==> config.mk <==
export PLATFORM = sky130hd
export DESIGN_NAME = fx3_cmd_parser
export DESIGN_NICKNAME = d
export VERILOG_FILES = /design/src/rtl/fx3_cmd_pkg.sv /design/src/rtl/fx3_cmd_parser.sv
export SDC_FILE = /design/constraint.sdc
export NUM_CORES = 1
export LEC_CHECK = 0
export ABC_AREA = 1
export CORE_UTILIZATION = 40
export DETAILED_ROUTE_END_ITERATION = 8
export DONT_BUFFER_PORTS = 1
export PLACE_DENSITY = 0.58
export SETUP_SLACK_MARGIN = 0.1
export SYNTH_ARGS = -nofsm -noshare
export SYNTH_HDL_FRONTEND = slang
export SYNTH_SLANG_ARGS = --single-unit
==> constraint.sdc <==
create_clock -name clk_pll -period 2 [get_ports clk_pll]
set_clock_uncertainty 0.2 [all_clocks]
set_input_delay 0.4 -clock clk_pll [delete_from_list [all_inputs] [get_ports clk_pll]]
set_output_delay 0.4 -clock clk_pll [all_outputs]
set_load 0.005 [all_outputs]
==> src/rtl/fx3_cmd_pkg.sv <==
// fx3_cmd_pkg: parser states, opcodes and command-word field positions
package fx3_cmd_pkg;
  typedef enum logic [2:0] {S_HDR, S_CMD, S_ARG, S_CRC, S_DRAIN} state_t;
  localparam logic [7:0] OP_SET_PACKETS = 8'h01;
  localparam logic [7:0] OP_SET_LED     = 8'h02;
  localparam logic [7:0] OP_CTR_RESET   = 8'h03;
  localparam int OPCODE_LSB = 24;
  localparam int NARGS_LSB  = 16;
endpackage

==> src/rtl/fx3_cmd_parser.sv <==
// fx3_cmd_parser: frames FX3 read-path words into command packets and commits control registers
module fx3_cmd_parser
  import fx3_cmd_pkg::*;
#(
  parameter logic [31:0] HEADER   = 32'hCAFEB0BA,
  parameter int          MAX_ARGS = 4
) (
  input  logic        clk_pll,
  input  logic        reset_,
  input  logic        in_valid,
  input  logic [31:0] in_data,
  output logic        cmd_valid,
  output logic [7:0]  cmd_opcode,
  output logic [31:0] packets_to_send,
  output logic [3:0]  led_out,
  output logic        ctr_reset,
  output logic [15:0] cmd_count,
  output logic [15:0] err_count
);
  localparam logic [7:0] MAX_N = 8'(MAX_ARGS);
  state_t      state_q, state_d;
  logic [31:0] acc_q, acc_d, arg0_q, arg0_d, packets_q, packets_d;
  logic [7:0]  op_q, op_d, nargs_q, nargs_d, cmd_opcode_q, cmd_opcode_d;
  logic [3:0]  idx_q, idx_d, led_q, led_d;
  logic [15:0] cmd_count_q, cmd_count_d, err_count_q, err_count_d;
  logic        cmd_valid_q, cmd_valid_d, ctr_reset_q, ctr_reset_d;
  logic        err_inc, commit, abort, missing_arg;
  logic [7:0]  w_nargs;
  assign w_nargs     = in_data[NARGS_LSB +: 8];
  assign missing_arg = nargs_q == 8'd0 && (op_q == OP_SET_PACKETS || op_q == OP_SET_LED);
  always_comb begin
    state_d = state_q;
    acc_d   = acc_q;
    op_d    = op_q;
    nargs_d = nargs_q;
    idx_d   = idx_q;
    arg0_d  = arg0_q;
    err_inc = 1'b0;
    commit  = 1'b0;
    abort   = !in_valid && (state_q == S_CMD || state_q == S_ARG || state_q == S_CRC);
    case (state_q)
      S_HDR: if (in_valid) begin
        acc_d   = in_data;
        state_d = in_data == HEADER ? S_CMD : S_DRAIN;
        err_inc = in_data != HEADER;
      end
      S_CMD: if (in_valid) begin
        op_d    = in_data[OPCODE_LSB +: 8];
        nargs_d = w_nargs;
        acc_d   = acc_q ^ in_data;
        idx_d   = 4'd0;
        state_d = w_nargs > MAX_N ? S_DRAIN : w_nargs == 8'd0 ? S_CRC : S_ARG;
        err_inc = w_nargs > MAX_N;
      end
      S_ARG: if (in_valid) begin
        acc_d   = acc_q ^ in_data;
        arg0_d  = idx_q == 4'd0 ? in_data : arg0_q;
        idx_d   = idx_q + 4'd1;
        state_d = {4'd0, idx_q} == nargs_q - 8'd1 ? S_CRC : S_ARG;
      end
      S_CRC: if (in_valid) begin
        acc_d   = '0;
        state_d = S_HDR;
        commit  = in_data == acc_q && !missing_arg;
        err_inc = !commit;
      end
      S_DRAIN: state_d = in_valid ? S_DRAIN : S_HDR;
      default: state_d = S_HDR;
    endcase
    if (abort) begin
      state_d = S_HDR;
      acc_d   = '0;
      err_inc = 1'b1;
    end
  end
  // Register commit: opcode actions land together with the cmd_valid pulse
  always_comb begin
    cmd_valid_d  = commit;
    ctr_reset_d  = commit && op_q == OP_CTR_RESET;
    cmd_opcode_d = commit ? op_q : cmd_opcode_q;
    cmd_count_d  = commit ? cmd_count_q + 16'd1 : cmd_count_q;
    packets_d    = commit && op_q == OP_SET_PACKETS ? arg0_q : packets_q;
    led_d        = commit && op_q == OP_SET_LED ? arg0_q[3:0] : led_q;
    err_count_d  = err_inc && err_count_q != 16'hFFFF ? err_count_q + 16'd1 : err_count_q;
  end
  always_ff @(posedge clk_pll or negedge reset_) begin
    if (!reset_) begin
      state_q      <= S_HDR;
      acc_q        <= '0;
      op_q         <= '0;
      nargs_q      <= '0;
      idx_q        <= '0;
      arg0_q       <= '0;
      cmd_valid_q  <= 1'b0;
      ctr_reset_q  <= 1'b0;
      cmd_opcode_q <= '0;
      cmd_count_q  <= '0;
      err_count_q  <= '0;
      packets_q    <= '0;
      led_q        <= '0;
    end else begin
      state_q      <= state_d;
      acc_q        <= acc_d;
      op_q         <= op_d;
      nargs_q      <= nargs_d;
      idx_q        <= idx_d;
      arg0_q       <= arg0_d;
      cmd_valid_q  <= cmd_valid_d;
      ctr_reset_q  <= ctr_reset_d;
      cmd_opcode_q <= cmd_opcode_d;
      cmd_count_q  <= cmd_count_d;
      err_count_q  <= err_count_d;
      packets_q    <= packets_d;
      led_q        <= led_d;
    end
  end
  assign cmd_valid       = cmd_valid_q;
  assign ctr_reset       = ctr_reset_q;
  assign cmd_opcode      = cmd_opcode_q;
  assign cmd_count       = cmd_count_q;
  assign err_count       = err_count_q;
  assign packets_to_send = packets_q;
  assign led_out         = led_q;
endmodule

==> impl_metrics.toml, run 1 <==
[timing]
fin_crit_sh_pct = 105
maxSlewViolCount = 0
final.setup.tns_ns = -3.44
max_slew_margin_pct = 74.1
tightestPinTransition_ns = 0.388
hold_viol = 198
rsz0062_at_grt = "true"
setup_viol = 61
max_freq_mhz = 477
min_period_ns = 2.10
fin_ws_ns = -0.0980
hold_ws_ns = -0.541

[route]
num_vias = 8310
wl_met3_um = 1590
drt-initial-drc-count = 553
via_per_inst = 5.05
wl_per_cell_um = 15.9
wl_met1_um = 12200
final_antenna_net_count = 0
met2_length_um = 11900
wl_um = 26200
firstDrtPassIters = 7
drcViolationCount = 13
dr.max_layer_used = "met4"

[pwr]
p_seq_share_pct = 40.1
comb_power_share_pct = 24.9
p_leak_nw = 5.81
switching_share_pct = 30.6
p_int_mw = 7.01
ir_drop_mv = 0.488
p_sw_mw = 3.09
finalPower_mw = 10.1
p_clk_share_pct = 35.1
p_per_area_mw_per_mm2 = 869

[synth]
synthMuxAreaShare_pct = 0
seq_area_frac_synth_pct = 45.7
syn-num-nets = 1269
synth_xor_xnor_area_share_pct = 2.91
synth_area_leader_cell = "dfrtp_1"
synth_edf_count = 0
synth_compound_area_share_pct = 9.33
synth_area_leaders = "dfrtp_1, nand2_1, inv_1"
synth_top_family_by_area = "simple AND/OR/NAND/NOR gates"
synth_most_common_cell = "nand2_1"
syn_area_mm2 = 0.00903
ys_seq_elements = 165
async_flop_share_pct = 100
synth_common_cells = "nand2_1, inv_1, dfrtp_1"
synth-simple-area-share_pct = 29.8
syn_area_per_cell_um2 = 7.35
synth_cells = 1228
ys_warn_count = 0
yosysUniqueCellTypes = 36
synthAdderAreaFrac_pct = 0.831
yosys_most_used_dff = "dfrtp_1"
netlist.area_leader.share_pct = 45.7

[worst_hold_path]
hold_path.class = "input pin to async pin"

[setup_path]
cp_top_family = "simple AND/OR/NAND/NOR gates"
max_stage_delay_ns = 0.34
crit_start = "acc_q[23]$_DFFE_PN0P_"
r2r_start = "acc_q[23]$_DFFE_PN0P_"
path_depth = 13
required_ns = 2.13
critPathSlowestCell = "dfrtp_1"
endpoint_kind = "register"
crit_arrival_ns = 2.23
path_class = "register to register"
cp_cell_sequence = "inv_1 > nand2_1 > nand2_1 > nor2_2 > nand3_1 > nor2_4 > nand3_4 > nor2_8 > buf_12 > clkbuf_16 > nand4_1 > nand2_1 > inv_1"
reg2reg_to = "packets_to_send[17]$_DFFE_PN0P_"
path_buf_inv = 4
cp-start-kind = "register"
cp_max_fo = 9
worst_r2r_path_depth = 13
rrSetupSlack_ns = -0.1
path_common_cell = "nand2_1"

[layout]
num_antenna_cells = 0
drive_gt1_share_pct = 18.7
fin_area_mm2 = 0.0116
ff_latch_area_mm2 = 0.00413
area_growth_syn_to_layout_pct = 28.8
nFillCells = 2072
nets = 1393
multi_input_area_mm2 = 0.00424

[global_route]
grt_pass1_wl_um = 42000
grt_overflow = 0
grt_pass1_vias = 7942
grt_max_degree = 166
grt_use_total_pct = 22.8
grt_antenna_before_repair = 0

[floorplan]
core_mm2 = 0.0220
dieHeight_um = 152
die-area_mm2 = 0.0232
start_util_pct = 41.1
row_count = 54
io_pins = 113
die_w_um = 152

[clock_network]
ctsHoldBuffers = 40
clock_path_buffers = 2
clk_pin_slew_ns = 0.06
clkLatencyLatePin_ns = 0.43
htreeDepth = 4
cts-root-buf = "clkbuf_16"
cts_buffers = 17
cts_tree = "done"
cts.sinks = 165

[placement]
place.gp.congestion = 0.936
place_area_mm2 = 0.00995
dpl.hpwl_um = 17000
port_buffers = 0

[run]
max_cap_viol_count = 0

[status]
status = "finished with violations"
violations = "design-rule violations, negative hold slack, negative setup slack"
## state kept, by name, summed over array words and instances (netlist names)
signal           flops
err_count           16
ctr_reset            1
cmd_valid            1
acc_q               32
led_out              4
cmd_count           16
nargs_q              8
arg0_q              32
state_q              3
idx_q                4
cmd_opcode           8
op_q                 8
packets_to_send     32
## cells by family after synthesis
group / after synthesis
and+or+nand+nor: 623
buffers and inverters: 263
DFF: 165
AOI/OAI and AO/OA: 141
xor gates and xnor gates: 30
adders and majority gates: 6
## timing repair
action / CTS / global route
buffers inserted: 8 / 3
gates resized for setup: 71 / 47
endpoints found under the setup margin: 78 / 133
endpoints found under the hold margin: 250 / 195
gates cloned: 3 / 4
pin swaps: 40 / 23
## cell usage in the layout, fill, tap and decap left out, types with 4 or more instances in the layout
master           n
xnor2_1          9
a22oi_1         24
nand2_1        387
dfrtp_1        165
nand3_4          4
a21oi_1          4
inv_1          196
clkbuf_1         4
o22ai_1         35
nor2_2           8
xor2_1          20
buf_12          10
buf_6            9
ha_1             4
dlygate4sd3_1   40
nand3_2         19
bufinv_16        4
inv_2           24
nand2_4          5
nand2_2         31
nand3_1         33
nor3_1           9
nor2_1          56
o21ai_1         21
nand4_1         48
o21ai_0         40
a32oi_1          7
buf_4           83
o21ai_2          5
nor2_4           7
clkbuf_16       19
## power groups by stage
stage               Clock (mW)  Combinational [mW]  Sequential, mW
floorplan                    0                1.47            4.07
global placement             0                2.10            4.08
detailed placement           0                2.14            4.09
CTS                       3.64                2.42            4.04
global route              3.76                2.81            4.10
finish                    3.55                2.51            4.05
## layer usage
layer / up-vias / GRT usage, %
met5: - / 0
met4: 0 / 7.97
met3: 40 / 5.52
met2: 218 / 36.1
met1: 3908 / 30.5
li1: 4144 / -
## stage by stage
stage	setup WS [ns]	utilization [%]	instances
final	-0.0980	53.0	1645
after floorplan	0.105	-	1228
after global routing	-0.214	53.0	1645
after global placement	-0.148	45.3	1555
after detailed placement	-0.194	45.3	1555
after CTS	-0.0626	51.7	1638
## how the worst max path moves through the flow
stage / to / slack, ns
final: packets_to_send[17]$_DFFE_PN0P_ / -0.1
after global routing: packets_to_send[15]$_DFFE_PN0P_ / -0.21
after CTS: packets_to_send[11]$_DFFE_PN0P_ / -0.06
after detailed placement: led_out[2]$_DFFE_PN0P_ / -0.19
after global placement: cmd_opcode[4]$_DFFE_PN0P_ / -0.15
after floorplan: err_count[5]$_DFFE_PN0P_ / 0.10
## layout make-up
cell class	instances	share of cell area (%)
repair buffers	146	12.3
inverters	221	7.27
clock buffers	24	4.14
well taps	280	3.01
multi-input cells	800	36.4
repair inverters	1	0.0968
flip-flops and latches	165	35.5
clock inverters	8	1.26
(Power assumes the default switching activity.)
==> run 2: changes to the inputs <==
- clock period: 2 -> 1.75 ns (I/O delays scaled with it)
==> impl_metrics.toml, run 2 (synthesis results as in run 1) <==
[floorplan]
row_count = 54
start_util_pct = 41.1
dieHeight_um = 152
die_w_um = 152
io_pins = 113
core_mm2 = 0.0220
die-area_mm2 = 0.0232

[route]
drcViolationCount = 11
num_vias = 8955
firstDrtPassIters = 9
wl_per_cell_um = 16.3
wl_um = 28900
drt-initial-drc-count = 542
via_per_inst = 5.06
final_antenna_net_count = 0

[layout]
final_cell_mix = "nand2_1, inv_1, dfrtp_1, buf_4, nand2_2"
drive_gt1_share_pct = 34.8
area_growth_syn_to_layout_pct = 52.0
multi_input_area_mm2 = 0.00496
ff_latch_area_mm2 = 0.00413
num_antenna_cells = 0
post-route-util_pct = 62.5
nets = 1517
nFillCells = 1822
final_common_cell = "nand2_1"

[global_route]
grt_most_used_layer = "met2"
grtUsageMet1_pct = 31.3
met2_usage_pct = 38.5
grt_pass1_wl_um = 43600
grt_overflow = 0
use_met3_pct = 5.23
grt_max_degree = 166
grt_pass1_vias = 8424
grt_use_total_pct = 23.6
grt_antenna_before_repair = 0

[clock_network]
clock_path_buffers = 2
ctsHoldBuffers = 52
cts_tree = "done"
clkLatencyLatePin_ns = 0.43
clk_pin_slew_ns = 0.07
cts_buffers = 17
cts-root-buf = "clkbuf_16"
cts.sinks = 165
htreeDepth = 4

[timing]
hold_viol = 213
tightestPinTransition_ns = 0.384
fin_ws_ns = -0.392
min_period_ns = 2.14
maxSlewViolCount = 0
final.setup.tns_ns = -28.86
max_freq_mhz = 467
max_slew_margin_pct = 74.1
rsz0062_at_grt = "true"
setup_viol = 111
hold_ws_ns = -0.596
fin_crit_sh_pct = 122

[pwr]
p_sw_mw = 4.09
ir_drop_mv = 0.666
p_clk_share_pct = 30.9
p_seq_share_pct = 36.1
p_leak_nw = 6.74
p_int_mw = 8.78
comb_power_share_pct = 33.0
switching_share_pct = 31.8
p_per_area_mw_per_mm2 = 938

[setup_path]
crit_arrival_ns = 2.27
required_ns = 1.88
cp-start-kind = "register"
endpoint_kind = "register"
cp_max_fo = 10
path_class = "register to register"
worst_r2r_path_depth = 14

[placement]
place.gp.congestion = 0.908
dpl.hpwl_um = 17900
port_buffers = 0

[run]
max_cap_viol_count = 0

[status]
violations = "design-rule violations, negative hold slack, negative setup slack"
status = "finished with violations"

[worst_hold_path]
hold_path.class = "input pin to async pin"
## run 2: cell types whose count changed in the layout (fill, tap and decap cells not counted), sizes merged
| cell | change |
|---|---|
| buf | +100 |
| bufinv | -1 |
| clkbuf | +10 |
| dlygate4sd3 | +10 |
| dlymetal6s4s | +2 |
| inv | +2 |
| nand4 | +1 |
## run 2: cell type report
class,count,share of cell area (%)
Multi-Input combinational cell,801,36.1
Sequential cell,165,30.1
Timing Repair Buffer,270,20.6
Inverter,221,6.19
Clock buffer,22,3.45
Tap cell,280,2.55
Clock inverter,10,1.04
## run 2: worst paths after layout
| path | start | slack [ns] | endpoint |
|---|---|---|---|
| max | acc_q[1]$_DFFE_PN0P_ | -0.39 | packets_to_send[23]$_DFFE_PN0P_ |
| min | reset_ | -0.60 | cmd_count[5]$_DFFE_PN0P_ |
| max reg2reg | acc_q[1]$_DFFE_PN0P_ | -0.39 | packets_to_send[23]$_DFFE_PN0P_ |
| min reg2reg | op_q[6]$_DFFE_PN0P_ | 0.29 | op_q[6]$_DFFE_PN0P_ |
| max in group asynchronous | reset_ | 1.65 | state_q[0]$_DFFE_PN0P_ |
| min in group clk_pll | in_valid | -0.12 | cmd_count[14]$_DFFE_PN0P_ |
## run 2: per-stage QoR
step | total power, mW | worst slack (ns) | hold WS (ns) | std cells | cell area (um2)
after global placement | 7.71 | -0.413 | -0.141 | 1641 | 10700
final | 12.9 | -0.392 | -0.596 | 1769 | 13700
after detailed placement | 7.80 | -0.424 | -0.142 | 1641 | 10700
after CTS | 12.1 | -0.313 | -0.607 | 1733 | 12200
after floorplan | 6.37 | -0.145 | -0.146 | 1228 | 9170
after global routing | 13.5 | -0.510 | -0.613 | 1769 | 13700
## run 2: what timing repair did
action | in CTS | in global routing
gates cloned | 4 | 18
setup buffers | 4 | 19
endpoints found under the hold margin | 265 | 211
setup endpoints to repair | 147 | 161
pin swaps | 13 | 69
gates resized for setup | 63 | 290
## run 2: power by group through the flow
stage / sequential (mW) / combinational, mW / clock (mW)
floorplan: 4.66 / 1.71 / 0
global placement: 4.65 / 3.06 / 0
detailed placement: 4.67 / 3.13 / 0
CTS: 4.61 / 3.41 / 4.06
global route: 4.71 / 4.60 / 4.21
finish: 4.65 / 4.25 / 3.97
## run 2: per-layer routing
layer | vias to the layer above | part of all wire (%)
met1 | 4262 | 44
met5 | - | 0
met2 | 247 | 48
met4 | 0 | 2.2
li1 | 4398 | -
met3 | 48 | 6.4
## run 2: worst max-delay path, stage by stage, from the launching register on
cell	delay [ns]
dfrtp_1	0.38
inv_2	0.06
buf_6	0.11
nand2_2	0.05
nand2_2	0.05
nor2_1	0.10
nand2_1	0.10
nor2_4	0.18
nand3_4	0.12
nor2_8	0.16
buf_4	0.17
clkbuf_16	0.16
nand4_1	0.09
nand2_1	0.09
inv_1	0.04
